==> config.mk <==
export PLATFORM = sky130hd
export DESIGN_NAME = rns_compare_const_seq_9_8_7_flat
export DESIGN_NICKNAME = d
export VERILOG_FILES = /design/src/rtl/rns_compare_const_seq_9_8_7_if.sv /design/src/rtl/rns_compare_const_seq_9_8_7.sv /design/src/flat_wrapper.sv
export SDC_FILE = /design/constraint.sdc
export NUM_CORES = 1
export LEC_CHECK = 0
export BUFFER_PORTS_ARGS = -buffer_cell sky130_fd_sc_hd__buf_2
export CAP_MARGIN = 20
export CORE_UTILIZATION = 50
export DETAILED_ROUTE_END_ITERATION = 16
export PLACE_DENSITY = 0.67
export SLEW_MARGIN = 40
export SYNTH_ARGS = -nofsm -noshare
export SYNTH_HDL_FRONTEND = slang
export SYNTH_SLANG_ARGS = --single-unit
==> constraint.sdc <==
create_clock -name clk_in -period 12.94 [get_ports clk_in]
set_clock_uncertainty 0.2 [all_clocks]
set_input_delay 2.588 -clock clk_in [delete_from_list [all_inputs] [get_ports clk_in]]
set_output_delay 2.588 -clock clk_in [all_outputs]
set_load 0.02 [all_outputs]
==> src/rtl/rns_compare_const_seq_9_8_7_if.sv <==
// Handshake and operand/result bundle for the sequential RNS (7,8,9) constant comparator.
// The optional bin_out member exists only when RNS_CMP_BIN_OUT_EN is defined.
interface rns_compare_const_seq_9_8_7_if;
    logic       in_valid_in;
    logic       in_ready_out;
    logic [2:0] a1_in;
    logic [2:0] a2_in;
    logic [3:0] a3_in;
    logic       out_valid_out;
    logic       out_ready_in;
    logic       res_le_out;
    logic       res_eq_out;
    logic       res_gr_out;
    logic       err_out;
`ifdef RNS_CMP_BIN_OUT_EN
    logic [8:0] bin_out;
`endif

    modport master (
        output in_valid_in, a1_in, a2_in, a3_in, out_ready_in,
        input  in_ready_out, out_valid_out, res_le_out, res_eq_out, res_gr_out, err_out
`ifdef RNS_CMP_BIN_OUT_EN
        , input bin_out
`endif
    );

    modport slave (
        input  in_valid_in, a1_in, a2_in, a3_in, out_ready_in,
        output in_ready_out, out_valid_out, res_le_out, res_eq_out, res_gr_out, err_out
`ifdef RNS_CMP_BIN_OUT_EN
        , output bin_out
`endif
    );
endinterface

==> src/rtl/rns_compare_const_seq_9_8_7.sv <==
// Sequential comparator of an RNS (7,8,9) operand against CONST_VAL via mixed-radix digits.
// Define RNS_CMP_BIN_OUT_EN to also emit the reconstructed binary value on bin_out.
module rns_compare_const_seq_9_8_7 #(
    parameter int CONST_VAL = 10
) (
    input logic                          clk_in,
    input logic                          rst_in,
    rns_compare_const_seq_9_8_7_if.slave bus
);

    if (CONST_VAL < 0 || CONST_VAL > 503) begin : g_bad_const
        $error("CONST_VAL must lie in 0..503");
    end

    localparam logic [2:0] C1 = 3'(CONST_VAL % 7);
    localparam logic [2:0] C2 = 3'((CONST_VAL / 7) % 8);
    localparam logic [3:0] C3 = 4'(CONST_VAL / 56);
    localparam logic [9:0] CONST_DIGITS = {C3, C2, C1};

    typedef enum logic [2:0] {StIdle, StD2, StD3, StCmp, StOut} state_e;

    state_e     state_q, state_d;
    logic [2:0] a2_q;
    logic [3:0] a3_q;
    logic [2:0] d1_q, d2_q;
    logic [3:0] d3_q;
    logic       bad_q;
    logic       le_q, eq_q, gr_q, err_q;

    function automatic logic [3:0] mod9(input logic [6:0] x);
        return 4'(x % 7'd9);
    endfunction

    logic [2:0] d2_calc;
    logic [4:0] diff_a3;
    logic [3:0] diff_a3_m, scaled_m, diff_d2_m, d3_calc;
    logic [6:0] diff_d2;
    logic [9:0] digits;

    always_comb begin
        // (a2 - d1) * 7 mod 8: 3-bit wraparound does the modular reduction.
        d2_calc   = 3'((a2_q - d1_q) * 3'd7);
        diff_a3   = 5'(a3_q) + 5'd9 - 5'(d1_q);
        diff_a3_m = mod9(7'(diff_a3));
        scaled_m  = mod9(7'({diff_a3_m, 2'b00}));
        diff_d2   = 7'(scaled_m) + 7'd9 - 7'(d2_q);
        diff_d2_m = mod9(diff_d2);
        d3_calc   = mod9(7'({diff_d2_m, 3'b000}));
        digits    = {d3_q, d2_q, d1_q};
    end

    always_comb begin
        state_d = state_q;
        unique case (state_q)
            StIdle:  if (bus.in_valid_in) state_d = StD2;
            StD2:    state_d = StD3;
            StD3:    state_d = StCmp;
            StCmp:   state_d = StOut;
            StOut:   if (bus.out_ready_in) state_d = StIdle;
            default: state_d = StIdle;
        endcase
    end

`ifdef RNS_CMP_BIN_OUT_EN
    logic [8:0] bin_q;
    logic [8:0] bin_calc;
    assign bin_calc = 9'(d1_q) + 9'(d2_q) * 9'd7 + 9'(d3_q) * 9'd56;
    assign bus.bin_out = bin_q;
`endif

    always_ff @(posedge clk_in) begin
        if (rst_in) begin
            state_q <= StIdle;
            a2_q    <= '0;
            a3_q    <= '0;
            d1_q    <= '0;
            d2_q    <= '0;
            d3_q    <= '0;
            bad_q   <= 1'b0;
            le_q    <= 1'b0;
            eq_q    <= 1'b0;
            gr_q    <= 1'b0;
            err_q   <= 1'b0;
`ifdef RNS_CMP_BIN_OUT_EN
            bin_q   <= '0;
`endif
        end else begin
            state_q <= state_d;
            case (state_q)
                StIdle: begin
                    if (bus.in_valid_in) begin
                        a2_q  <= bus.a2_in;
                        a3_q  <= bus.a3_in;
                        d1_q  <= bus.a1_in;
                        bad_q <= (bus.a1_in == 3'd7) || (bus.a3_in >= 4'd9);
                    end
                end
                StD2: d2_q <= d2_calc;
                StD3: d3_q <= d3_calc;
                StCmp: begin
                    // Digit fields are non-overlapping, so a packed compare is lexicographic.
                    err_q <= bad_q;
                    le_q  <= !bad_q && (digits < CONST_DIGITS);
                    eq_q  <= !bad_q && (digits == CONST_DIGITS);
                    gr_q  <= !bad_q && (digits > CONST_DIGITS);
`ifdef RNS_CMP_BIN_OUT_EN
                    bin_q <= bad_q ? 9'd0 : bin_calc;
`endif
                end
                StOut: begin
                    if (bus.out_ready_in) begin
                        le_q  <= 1'b0;
                        eq_q  <= 1'b0;
                        gr_q  <= 1'b0;
                        err_q <= 1'b0;
`ifdef RNS_CMP_BIN_OUT_EN
                        bin_q <= '0;
`endif
                    end
                end
                default: ;
            endcase
        end
    end

    assign bus.in_ready_out  = (state_q == StIdle);
    assign bus.out_valid_out = (state_q == StOut);
    assign bus.res_le_out    = le_q;
    assign bus.res_eq_out    = eq_q;
    assign bus.res_gr_out    = gr_q;
    assign bus.err_out       = err_q;

endmodule

==> src/flat_wrapper.sv <==
// flat-port wrapper written by rule: the top's interface ports become plain ports
module rns_compare_const_seq_9_8_7_flat 
#(
    parameter int CONST_VAL = 10
)
  (clk_in, rst_in, bus_in_valid_in, bus_a1_in, bus_a2_in, bus_a3_in, bus_out_ready_in, bus_in_ready_out, bus_out_valid_out, bus_res_le_out, bus_res_eq_out, bus_res_gr_out, bus_err_out);
  rns_compare_const_seq_9_8_7_if bus_i ();
  input logic clk_in;
  input logic rst_in;
  input wire logic [$bits(bus_i.in_valid_in)-1:0] bus_in_valid_in;
  input wire logic [$bits(bus_i.a1_in)-1:0] bus_a1_in;
  input wire logic [$bits(bus_i.a2_in)-1:0] bus_a2_in;
  input wire logic [$bits(bus_i.a3_in)-1:0] bus_a3_in;
  input wire logic [$bits(bus_i.out_ready_in)-1:0] bus_out_ready_in;
  output wire logic [$bits(bus_i.in_ready_out)-1:0] bus_in_ready_out;
  output wire logic [$bits(bus_i.out_valid_out)-1:0] bus_out_valid_out;
  output wire logic [$bits(bus_i.res_le_out)-1:0] bus_res_le_out;
  output wire logic [$bits(bus_i.res_eq_out)-1:0] bus_res_eq_out;
  output wire logic [$bits(bus_i.res_gr_out)-1:0] bus_res_gr_out;
  output wire logic [$bits(bus_i.err_out)-1:0] bus_err_out;
  assign bus_i.in_valid_in = bus_in_valid_in;
  assign bus_i.a1_in = bus_a1_in;
  assign bus_i.a2_in = bus_a2_in;
  assign bus_i.a3_in = bus_a3_in;
  assign bus_i.out_ready_in = bus_out_ready_in;
  assign bus_in_ready_out = bus_i.in_ready_out;
  assign bus_out_valid_out = bus_i.out_valid_out;
  assign bus_res_le_out = bus_i.res_le_out;
  assign bus_res_eq_out = bus_i.res_eq_out;
  assign bus_res_gr_out = bus_i.res_gr_out;
  assign bus_err_out = bus_i.err_out;
  rns_compare_const_seq_9_8_7 #(.CONST_VAL(CONST_VAL)) u_core (.clk_in(clk_in), .rst_in(rst_in), .bus(bus_i));
endmodule
==> results by group <==
Floorplan
  • Row cnt: 28
  • Width of the chip: 80.8 microns
  • I/O pins: 20
  • Initial core utilization: 52.1%
  • Die footprint: 0.00652 sq mm
  • Vertical extent of the die: ~81 microns
  • Floorplan core area: 0.00596 sq mm

Cells and area
  • Layout cell share with drive strength beyond 1: 15.8%
  • Nets: 460
  • Antenna Cells: 0
  • Footprint of the flip-flops and latches: 500 sq um
  • Area added between synthesis and finish: 7.99%
  • Area of combinational cells with multiple inputs: 0.00247 sq mm
  • Total of fill cells in the finished design: just under 600

Critical path
  • Required time of the critical path: approximately 13 ns
  • Critical R2R Capture: u_core.d3_q[0]
  • Endpoint type of the worst setup path: flop
  • Element type at the critical path start: flop
  • Cell with the largest stage delay on the worst path: sky130_fd_sc_hd__fa_1
  • Crit Path Max Fanout: 13
  • Path type of the worst setup path: flop to flop
  • Register-to-register path setup slack: 0.74 ns
  • Worst reg2reg startpoint: u_core.a3_q[1]
  • Dominant cell type by count on the critical path: sky130_fd_sc_hd__ha_1
  • Arrival time reported for the critical path endpoint: 12.14 ns
  • Slowest Stage Delay on Critical Path: between 0.6 and 0.7 ns
  • Reg2Reg Depth: 52

Timing
  • Setup repair after global routing missed its margin: false
  • Worst relative slew slack: 58.0%
  • Total negative slack for setup checks: 0 ns
  • Tmin final: 12.20 ns
  • Share of the clock period used by the worst path: between 90% and 100%
  • Number of failing setup endpoints in the final timing report: 0
  • Maximum operating frequency: 82.0 MHz
  • Count of endpoints failing hold in the final timing report: 0
  • Pin slew with the least headroom to its limit: about 0.63 ns
  • Pins Over Slew Limit: 0

Drt
  • Total Routed Length: 6940 microns
  • DR vias/cell: 6.08
  • Met1 Routed Length: 3640 microns
  • Wire length on met2: 3120 microns
  • Highest Signal Layer: met4
  • Routed vias: 2998
  • Detail Route met3 WL: 139 microns
  • Drc violations: 0
  • DRC violation total after the first TritonRoute iteration: 127
  • Number of routed nets with antenna violations: 0
  • Pre-antenna DRT Iters: 4
  • Wirelength per Cell: 14.1 microns

Yosys
  • Cell area after technology mapping: 0.00310 sq mm
  • Synth top area share: 16.1%
  • Post-synthesis area per instance: 7.64 sq um
  • Adder-cell area share of the yosys netlist: 11.6%
  • Proportion of synthesized area in mux cells: about 2.6%
  • Net Count, Synth: 447
  • Share of async-settable or async-resettable flops after synthesis: 0%
  • Combinational family with the most area after synthesis: compound AO/OA/AOI/OAI gates
  • Most used flip-flop cell after synthesis: sky130_fd_sc_hd__dfxtp_1
  • Number of distinct library cells after synthesis: 79
  • Cell types with the highest counts after synthesis: sky130_fd_sc_hd__nand2_1, sky130_fd_sc_hd__nor2_1, sky130_fd_sc_hd__inv_1
  • Share of the synthesized area in compound gates (AO/OA/AOI/OAI): between 30% and 40%
  • Cells after Synth: roughly 410
  • Cell with the most instances after synthesis: sky130_fd_sc_hd__nand2_1
  • Number of flops mapped to enable cells by yosys: 0
  • Simple-gate area share of the yosys netlist: between 20 and 30%
  • Parity-gate share of the synthesized area counting xor and xnor cells: ~5.6%
  • Number of register bits inferred by synthesis: 25
  • Synth area leaders: sky130_fd_sc_hd__dfxtp_1, sky130_fd_sc_hd__ha_1, sky130_fd_sc_hd__nand2_1
  • Synth warnings: 0
  • Dominant cell type by area after synthesis: sky130_fd_sc_hd__dfxtp_1
  • Sequential-to-total area share from yosys stat: 16.1%

Global routing
  • Antenna violations before repair: 0
  • Number of global-route vias before repair: 2700
  • First-pass GRT wire length: between 10000 and 15000 microns
  • Leftover overflow at the end of global routing: 0
  • GRT Total Usage: 22.2%
  • Largest net degree at the start of global routing: 27

Status
  • Outcome: completed

Clock tree
  • Clock transition at the register clock pins on the worst setup and hold paths after CTS: 0.08 ns
  • Sink Count: 25
  • Source-to-sink clock delay at the later pin of the worst-skew pair: 0.27 ns
  • Post CTS Setup Buffer Count: 0
  • Clock tree from TritonCTS: done
  • Root buffer cell: sky130_fd_sc_hd__clkbuf_8
  • TritonCTS buffer count: 3
  • H-Tree Level Count: 1
  • Clk buf depth: 2

Min path
  • Startpoint of the most critical hold path: u_core.a3_q[1]
  • Hold Crit Endpoint: u_core.a3_q[1]
  • Type of the worst min-delay path: flop to flop
  • WHS Path Cells: 2

Place
  • Number of buffer cells added on primary ports: 19
  • GP Congestion: 0.893
  • Sum of net half-perimeters after detailed placement: roughly 5400 microns

Job
  • # Max-Cap Violations: 0
==> cells in the final DEF, fill, tap and decap left out, types with 6 or more instances in the layout <==
| master | count |
|---|---|
| sky130_fd_sc_hd__nand3_1 | 10 |
| sky130_fd_sc_hd__dfxtp_1 | 25 |
| sky130_fd_sc_hd__a21oi_1 | 29 |
| sky130_fd_sc_hd__xnor2_1 | 12 |
| sky130_fd_sc_hd__buf_2 | 19 |
| sky130_fd_sc_hd__ha_1 | 23 |
| sky130_fd_sc_hd__a21o_1 | 6 |
| sky130_fd_sc_hd__o21ai_0 | 10 |
| sky130_fd_sc_hd__a211oi_1 | 7 |
| sky130_fd_sc_hd__nor2_1 | 34 |
| sky130_fd_sc_hd__nand2_1 | 43 |
| sky130_fd_sc_hd__a22oi_1 | 8 |
| sky130_fd_sc_hd__nor3_1 | 9 |
| sky130_fd_sc_hd__or3_1 | 7 |
| sky130_fd_sc_hd__and2_1 | 6 |
| sky130_fd_sc_hd__inv_1 | 34 |
==> registers in the layout (all words and copies together) (netlist names) <==
name,flops
u_core.a2_q,3
u_core.a3_q,4
u_core.bad_q,1
u_core.bus.err_out,1
u_core.bus.res_eq_out,1
u_core.bus.res_gr_out,1
u_core.bus.res_le_out,1
u_core.d1_q,3
u_core.d2_q,3
u_core.d3_q,4
u_core.state_q,3
==> logic make-up after synthesis <==
family	Yosys count
AND/OR/NAND/NOR	149
AO/OA/AOI/OAI	132
buffers and inverters	47
adder cells (fa/ha/maj)	27
flip-flops	25
XOR/XNOR	19
multiplexers	7
==> critical path: cells and delay by family, from the launching register on <==
kind | cells | cell delay [ns]
AOI/OAI and AO/OA | 18 | 3.80
adders and majority gates | 11 | 3.46
and+or+nand+nor | 11 | 2.33
muxes | 2 | 0.70
buffers and inverters | 7 | 0.65
xor gates and xnor gates | 3 | 0.57
DFF | 1 | 0.33
==> layout make-up <==
class	count	area share [%]
flip-flops and latches	25	14.9
repair buffers	20	3.06
well taps	75	2.80
multi-input cells	334	73.9
inverters	35	4.00
clock buffers	4	1.34
==> per-layer routing <==
| layer | up-vias | global-route usage (%) |
|---|---|---|
| met5 | - | 0 |
| met1 | 1416 | 32.8 |
| met4 | 0 | 3.39 |
| met2 | 45 | 36.2 |
| li1 | 1533 | - |
| met3 | 4 | 1.24 |
==> worst max-delay path by stage <==
stage	startpoint	to	cells after the start
after floorplan	u_core.a3_q[1]	u_core.d3_q[0]	57
after global placement	u_core.a3_q[1]	u_core.d3_q[2]	55
after detailed placement	u_core.a3_q[1]	u_core.d3_q[0]	54
after CTS	u_core.a3_q[1]	u_core.d3_q[0]	54
after global routing	u_core.d1_q[2]	u_core.d3_q[0]	54
final	u_core.a3_q[1]	u_core.d3_q[0]	52
==> stage by stage <==
step	worst slack, ns	util (%)	area (sq um)	instances	hold slack (ns)
3_3_place_gp	0.500	54.5	3250	489	0.247
2_1_floorplan	1.51	-	3100	406	0.236
5_1_grt	0.00504	56.2	3350	493	0.281
6_report	0.742	56.2	3350	493	0.261
3_5_place_dp	0.260	54.5	3250	489	0.249
4_1_cts	0.197	55.3	3290	493	0.261
==> what timing repair did <==
| item | 4_1_cts | 5_1_grt |
|---|---|---|
| endpoints found under the setup margin | 0 | 4 |
| endpoints found under the hold margin | 0 | 0 |
| gates resized for setup | 0 | 12 |
| hold buffers | 0 | 0 |
Power is not shown: default switching activity piles up to over one toggle a cycle in this logic, so the estimate is an artifact.
